**config.mk**
```make
export PLATFORM = sky130hd
export DESIGN_NAME = router_port_rx
export DESIGN_NICKNAME = d
export VERILOG_FILES = /design/src/rtl/router_pkg.sv /design/src/rtl/router_rx_fifo.sv /design/src/rtl/router_port_rx.sv
export SDC_FILE = /design/constraint.sdc
export NUM_CORES = 1
export LEC_CHECK = 0
export CAP_MARGIN = 5
export CELL_PAD_IN_SITES_DETAIL_PLACEMENT = 2
export CELL_PAD_IN_SITES_GLOBAL_PLACEMENT = 2
export CORE_MARGIN = 4
export CORE_UTILIZATION = 42
export DETAILED_ROUTE_END_ITERATION = 7
export GPL_ROUTABILITY_DRIVEN = 0
export GPL_TIMING_DRIVEN = 0
export HOLD_SLACK_MARGIN = 0.03
export PLACE_DENSITY = 0.89
export SLEW_MARGIN = 30
export SYNTH_ARGS = -nofsm -noshare
export SYNTH_HDL_FRONTEND = slang
export SYNTH_SLANG_ARGS = --single-unit
```
**constraint.sdc**
```tcl
create_clock -name clk -period 2.8 [get_ports clk]
set_input_delay 0.56 -clock clk [delete_from_list [all_inputs] [get_ports clk]]
set_output_delay 0.56 -clock clk [all_outputs]
set_load 0.01 [all_outputs]
```
**src/rtl/router_pkg.sv**
```systemverilog
// router_pkg: shared types and constants for the router input-port receiver.
// Holds the receiver FSM state enum, the 14-bit FIFO entry and width constants.
package router_pkg;

  localparam int ADDR_W         = 4;
  localparam int BYTE_W         = 8;
  localparam int DEF_PAD_CYCLES = 5;

  typedef enum logic [1:0] {
    IDLE,
    ADDR,
    PAD,
    PAYLOAD
  } rx_state_e;

  typedef struct packed {
    logic [ADDR_W-1:0] addr;
    logic              sop;
    logic              eop;
    logic [BYTE_W-1:0] data;
  } rx_entry_t;

endpackage

```
**src/rtl/router_rx_fifo.sv**
```systemverilog
// router_rx_fifo: synchronous FIFO of rx_entry_t between receiver and fabric.
// Ports: i_push/i_data write, i_pop read, o_data head, o_full/o_empty/o_count.
module router_rx_fifo
  import router_pkg::*;
#(
  parameter int DEPTH = 4
) (
  input  logic                   clk,
  input  logic                   i_reset,
  input  logic                   i_push,
  input  rx_entry_t              i_data,
  input  logic                   i_pop,
  output rx_entry_t              o_data,
  output logic                   o_full,
  output logic                   o_empty,
  output logic [$clog2(DEPTH):0] o_count
);

  localparam int AW = $clog2(DEPTH);
  localparam int CW = AW + 1;

  rx_entry_t         r_mem [DEPTH];
  rx_entry_t         r_hold;
  logic [AW-1:0]     r_wr;
  logic [AW-1:0]     r_rd;
  logic [CW-1:0]     r_count;
  logic              w_pop;
  logic              w_push;

  assign o_empty = (r_count == '0);
  assign o_full  = (r_count == CW'(DEPTH));
  assign o_count = r_count;

  // A push into a full FIFO is legal only if the head leaves this cycle.
  assign w_pop  = i_pop && !o_empty;
  assign w_push = i_push && (!o_full || w_pop);

  // When empty, the last popped entry stays visible on the outputs.
  assign o_data = o_empty ? r_hold : r_mem[r_rd];

  always_ff @(posedge clk) begin
    if (w_push) r_mem[r_wr] <= i_data;
  end

  always_ff @(posedge clk) begin
    if (i_reset) begin
      r_wr    <= '0;
      r_rd    <= '0;
      r_count <= '0;
      r_hold  <= '0;
    end else begin
      if (w_push) r_wr <= r_wr + AW'(1);
      if (w_pop) begin
        r_hold <= r_mem[r_rd];
        r_rd   <= r_rd + AW'(1);
      end
      r_count <= r_count + CW'(w_push) - CW'(w_pop);
    end
  end

endmodule

```
**src/rtl/router_port_rx.sv**
```systemverilog
// router_port_rx: serial packet receiver for one router input port.
// Ports: din/frame_n/valid_n serial in, busy_n advisory, out_* FIFO head, err_* pulses.
module router_port_rx
  import router_pkg::*;
#(
  parameter int DEPTH       = 4,
  parameter int PAD_CYCLES  = DEF_PAD_CYCLES,
  parameter int BUSY_THRESH = 3
) (
  input  logic              clk,
  input  logic              reset,
  input  logic              din,
  input  logic              frame_n,
  input  logic              valid_n,
  output logic              busy_n,
  output logic              out_valid,
  input  logic              out_ready,
  output logic [BYTE_W-1:0] out_data,
  output logic [ADDR_W-1:0] out_addr,
  output logic              out_sop,
  output logic              out_eop,
  output logic              err_frame,
  output logic              err_ovf
);

  localparam int PW = $clog2(PAD_CYCLES + 1);
  localparam int CW = $clog2(DEPTH) + 1;

  rx_state_e         r_state;
  logic [2:0]        r_bitcnt;
  logic [PW-1:0]     r_padcnt;
  logic [ADDR_W-1:0] r_addr;
  logic [6:0]        r_shift;
  logic              r_first;
  logic              r_err_frame;
  logic              r_err_ovf;
  logic              r_busy_n;

  logic              w_bit7;
  logic              w_perr;
  logic              w_push;
  logic              w_pop;
  logic              w_ovf;
  logic              w_full;
  logic              w_empty;
  logic [CW-1:0]     w_count;
  rx_entry_t         w_entry;
  rx_entry_t         w_head;

  // Bit 7 completes a byte; frame_n high is legal only on that very bit.
  assign w_bit7 = (r_state == PAYLOAD) && !valid_n && (r_bitcnt == 3'd7);
  assign w_perr = (r_state == PAYLOAD) && frame_n && !w_bit7;
  assign w_push = w_bit7;
  assign w_pop  = out_ready && !w_empty;
  assign w_ovf  = w_push && w_full && !w_pop;

  assign w_entry = '{addr: r_addr, sop: r_first, eop: frame_n,
                     data: {din, r_shift}};

  router_rx_fifo #(
    .DEPTH (DEPTH)
  ) u_fifo (
    .clk     (clk),
    .i_reset (reset),
    .i_push  (w_push),
    .i_data  (w_entry),
    .i_pop   (out_ready),
    .o_data  (w_head),
    .o_full  (w_full),
    .o_empty (w_empty),
    .o_count (w_count)
  );

  assign out_valid = !w_empty;
  assign out_data  = w_head.data;
  assign out_addr  = w_head.addr;
  assign out_sop   = w_head.sop;
  assign out_eop   = w_head.eop;
  assign err_frame = r_err_frame;
  assign err_ovf   = r_err_ovf;
  assign busy_n    = r_busy_n;

  always_ff @(posedge clk) begin
    if (reset) begin
      r_state     <= IDLE;
      r_bitcnt    <= '0;
      r_padcnt    <= '0;
      r_addr      <= '0;
      r_shift     <= '0;
      r_first     <= 1'b0;
      r_err_frame <= 1'b0;
      r_err_ovf   <= 1'b0;
      r_busy_n    <= 1'b1;
    end else begin
      r_err_frame <= 1'b0;
      r_err_ovf   <= w_ovf;
      r_busy_n    <= !(int'(w_count) >= BUSY_THRESH);
      unique case (r_state)
        IDLE: begin
          if (!frame_n) begin
            r_addr[0] <= din;
            r_bitcnt  <= 3'd1;
            r_first   <= 1'b1;
            r_state   <= ADDR;
          end
        end
        ADDR: begin
          if (frame_n) begin
            r_err_frame <= 1'b1;
            r_state     <= IDLE;
          end else begin
            r_addr[r_bitcnt[1:0]] <= din;
            if (r_bitcnt == 3'd3) begin
              r_padcnt <= '0;
              r_state  <= PAD;
            end else begin
              r_bitcnt <= r_bitcnt + 3'd1;
            end
          end
        end
        PAD: begin
          if (frame_n || !valid_n) begin
            r_err_frame <= 1'b1;
            r_state     <= IDLE;
          end else if (r_padcnt == PW'(PAD_CYCLES - 1)) begin
            r_bitcnt <= '0;
            r_shift  <= '0;
            r_state  <= PAYLOAD;
          end else begin
            r_padcnt <= r_padcnt + PW'(1);
          end
        end
        PAYLOAD: begin
          if (w_perr) begin
            r_err_frame <= 1'b1;
            r_state     <= IDLE;
          end else if (!valid_n) begin
            r_shift  <= {din, r_shift[6:1]};
            r_bitcnt <= r_bitcnt + 3'd1;
            if (w_bit7) begin
              r_first <= 1'b0;
              if (frame_n) r_state <= IDLE;
            end
          end
        end
        default: r_state <= IDLE;
      endcase
    end
  end

endmodule

```
==> metrics.yaml <==
synth_cell_types: 44
syn_avg_cell_area_um2: 13.3
power.switching_uw: 1100
synth_ff_type: "edfxtp_1"
power_frac_comb_pct: 28.5
ant_nets: 0
drt_pass1_iterations: 4
synth_seq_area_share_pct: 59.4
startpoint_type: "flip-flop"
required_ns: 2.24
leakage_uw: 0.00183
setup_viol: 0
vias: 2749
max-slew-margin-rel_pct: 45.9
synth-seq-cells: 102
syn_area_um2: 4380
place_ws_ns: -0.259
clkSlewWorstSetupHoldPaths_ns: 0.11
setup_ws_ns: 0.0574
cts_max_path_buffers: 2
p_clk_share_pct: 26.0
rows: 37
muxShareOfSynthArea_pct: 14.2
stdcell_count: 506
multi_input_area_um2: 1610
synth_top_family_by_area: "multiplexers"
rsz0062_at_grt: "no"
worstSetupEndpointType: "primary output"
power_density_nw_per_um2: 750
regArea_um2: 2600
grt_pass1_wl_um: 18500
die_w_um: 110
criticalPathCategory: "flip-flop to primary output"
grt_overflow: 0
clock_latency_ns: 0.37
synth_edf_count: 56
drive_above_1_share_pct: 16.8
grt_usage_pct: 21.0
port_buffers: 23
drv_slew: 0
total_power_uw: 3740
core_area_um2: 10200
syn_nets: 351
die_y_um: 110
dp_cells: 489
fmax_mhz: 365
hold_path_class: "flip-flop to flip-flop"
crit_path_max_fanout: 5
die-area_um2: 12100
holdBufCountCts: 0
fin_hold_ws_ns: 0.467
skew_ns: 0.0216
synthXorXnorAreaFrac_pct: 0.800
grt_max_degree: 18
h-tree-depth: 3
cts_tree: "done"
drc: 0
cts_buffers: 9
via_per_inst: 5.43
final_cell_mix: "edfxtp_1, dfxtp_1, nand2_1"
outcome: "complete, no violations"
p_int_uw: 2640
wl_um: 11800
antenna_found_initial: 0
ctsRootBufferMaster: "clkbuf_8"
peakVddDrop_mv: 0.311
final_common_cell: "edfxtp_1"
initial_core_util_pct: 42.8
switching_share_pct: 29.5
synthAdderAreaFrac_pct: 4.45
synth_simple_gate_area_share_pct: 12.2
synth_compound_area_share_pct: 5.03
synth_async_sr_flop_share_pct: 0
io_pins: 24
cts_sinks: 102
grt_pass1_vias: 3078
cp.arrival_ns: 2.18
fillCellCount: 979
fin_crit_sh_pct: 97.9
dp_hpwl_um: 8090
finalNetCount: 386
drv_cap: 0
antennaDiodeCount: 0
yosysWarnings: 0
worstMarginPinSlew_ns: 0.812
areaGrowthSynthToFinish_pct: 13.8
seqPwrFrac_pct: 45.5
syn_inst: 330
drt-initial-drc-count: 181
wire_per_inst_um: 23.3
hold_violations: 0
finalCriticalPeriod_ns: 2.74
[layout make-up]
type	count	share of cell area, %
Clock inverter	5	1.28
Clock buffer	11	2.83
Inverter	12	0.903
Multi-Input combinational cell	198	32.2
Timing Repair Buffer	24	4.57
Tap cell	136	3.41
Sequential cell	102	52.2
Buffer	18	2.61
[synthesized netlist by cell type (all sizes together) (2+ instances only)]
master	n	area share (%)
ha	14	4.0
nand3	5	0.57
nand2b	12	1.7
edfxtp	56	38
a32oi	2	0.40
or3	2	0.29
xnor2	3	0.60
mux2	14	4.5
buf	13	2.5
a21oi	22	2.5
dfxtp	46	21
clkbuf	5	0.46
and2	5	0.71
inv	12	1.0
nor3	3	0.34
nand3b	7	1.2
o21ai	6	0.69
nand2	45	4.0
nor2	11	1.0
mux4	14	7.2
mux2i	11	2.5
a31oi	3	0.43
nor3b	3	0.77
nor2b	5	0.71
[power groups by stage]
stage                     sequential (µW)  combinational (µW)  clock (µW)
after CTS                            1700                1080         990
after global placement               1720                1030           0
final                                1700                1070         973
after global routing                 1710                1150        1050
after detailed placement             1730                1090           0
after floorplan                      1710                 709           0
[through the flow]
step	utilization (%)	cell area, µm²	setup TNS [ns]
floorplan	-	4380	0
global placement	46.7	4780	-0.248
detailed placement	46.7	4780	-2.19
CTS	48.6	4970	0
global route	48.7	4990	0
finish	48.7	4990	0
[metal layers]
layer | wire length [µm] | global-route usage [%] | vias to the layer above
met5 | 0 | 0 | -
met4 | 121 | 6.07 | 0
met3 | 333 | 2.68 | 8
met2 | 6200 | 37.5 | 49
met1 | 5120 | 26.7 | 1443
li1 | - | - | 1249
[final timing paths]
path | from | to | slack, ns | depth (start not counted)
setup / recovery | flip-flop | out_addr[3] | 0.06 | 4
hold / removal | u_fifo.r_hold[2] | u_fifo.r_hold[2] | 0.47 | 2
setup reg to reg | r_bitcnt[0] | u_fifo.r_mem[2][8] | 0.13 | 5
hold reg to reg | u_fifo.r_hold[2] | u_fifo.r_hold[2] | 0.47 | 2
[state kept, by name, indices dropped and copies added (netlist names), named ones only]
register / count
r_shift: 7
r_padcnt: 3
err_frame: 1
u_fifo.o_count: 3
err_ovf: 1
r_state: 2
r_addr: 4
r_bitcnt: 3
u_fifo.r_mem: 56
r_first: 1
u_fifo.r_rd: 2
busy_n: 1
u_fifo.r_hold: 14
u_fifo.r_wr: 2
[cells by family after synthesis]
| logic type | count (synthesis) |
|---|---|
| buffers and inverters | 30 |
| xor gates and xnor gates | 4 |
| AOI/OAI and AO/OA | 38 |
| and+or+nand+nor | 102 |
| adders and majority gates | 15 |
| muxes | 39 |
| DFF | 102 |
[timing repair]
action / in CTS / in global routing
buffers inserted: 0 / 1
gates resized for setup: 10 / 3
setup endpoints to repair: 10 / 26
pin swaps: 0 / 0
[worst max-delay path, stage by stage, from the launching register on]
cell and delay [ns]:
dfxtp_1 0.35, buf_6 0.15, mux4_2 0.55, mux2_2 0.29, clkdlybuf4s50_1 0.48
Power figures use the tool's default switching activity.
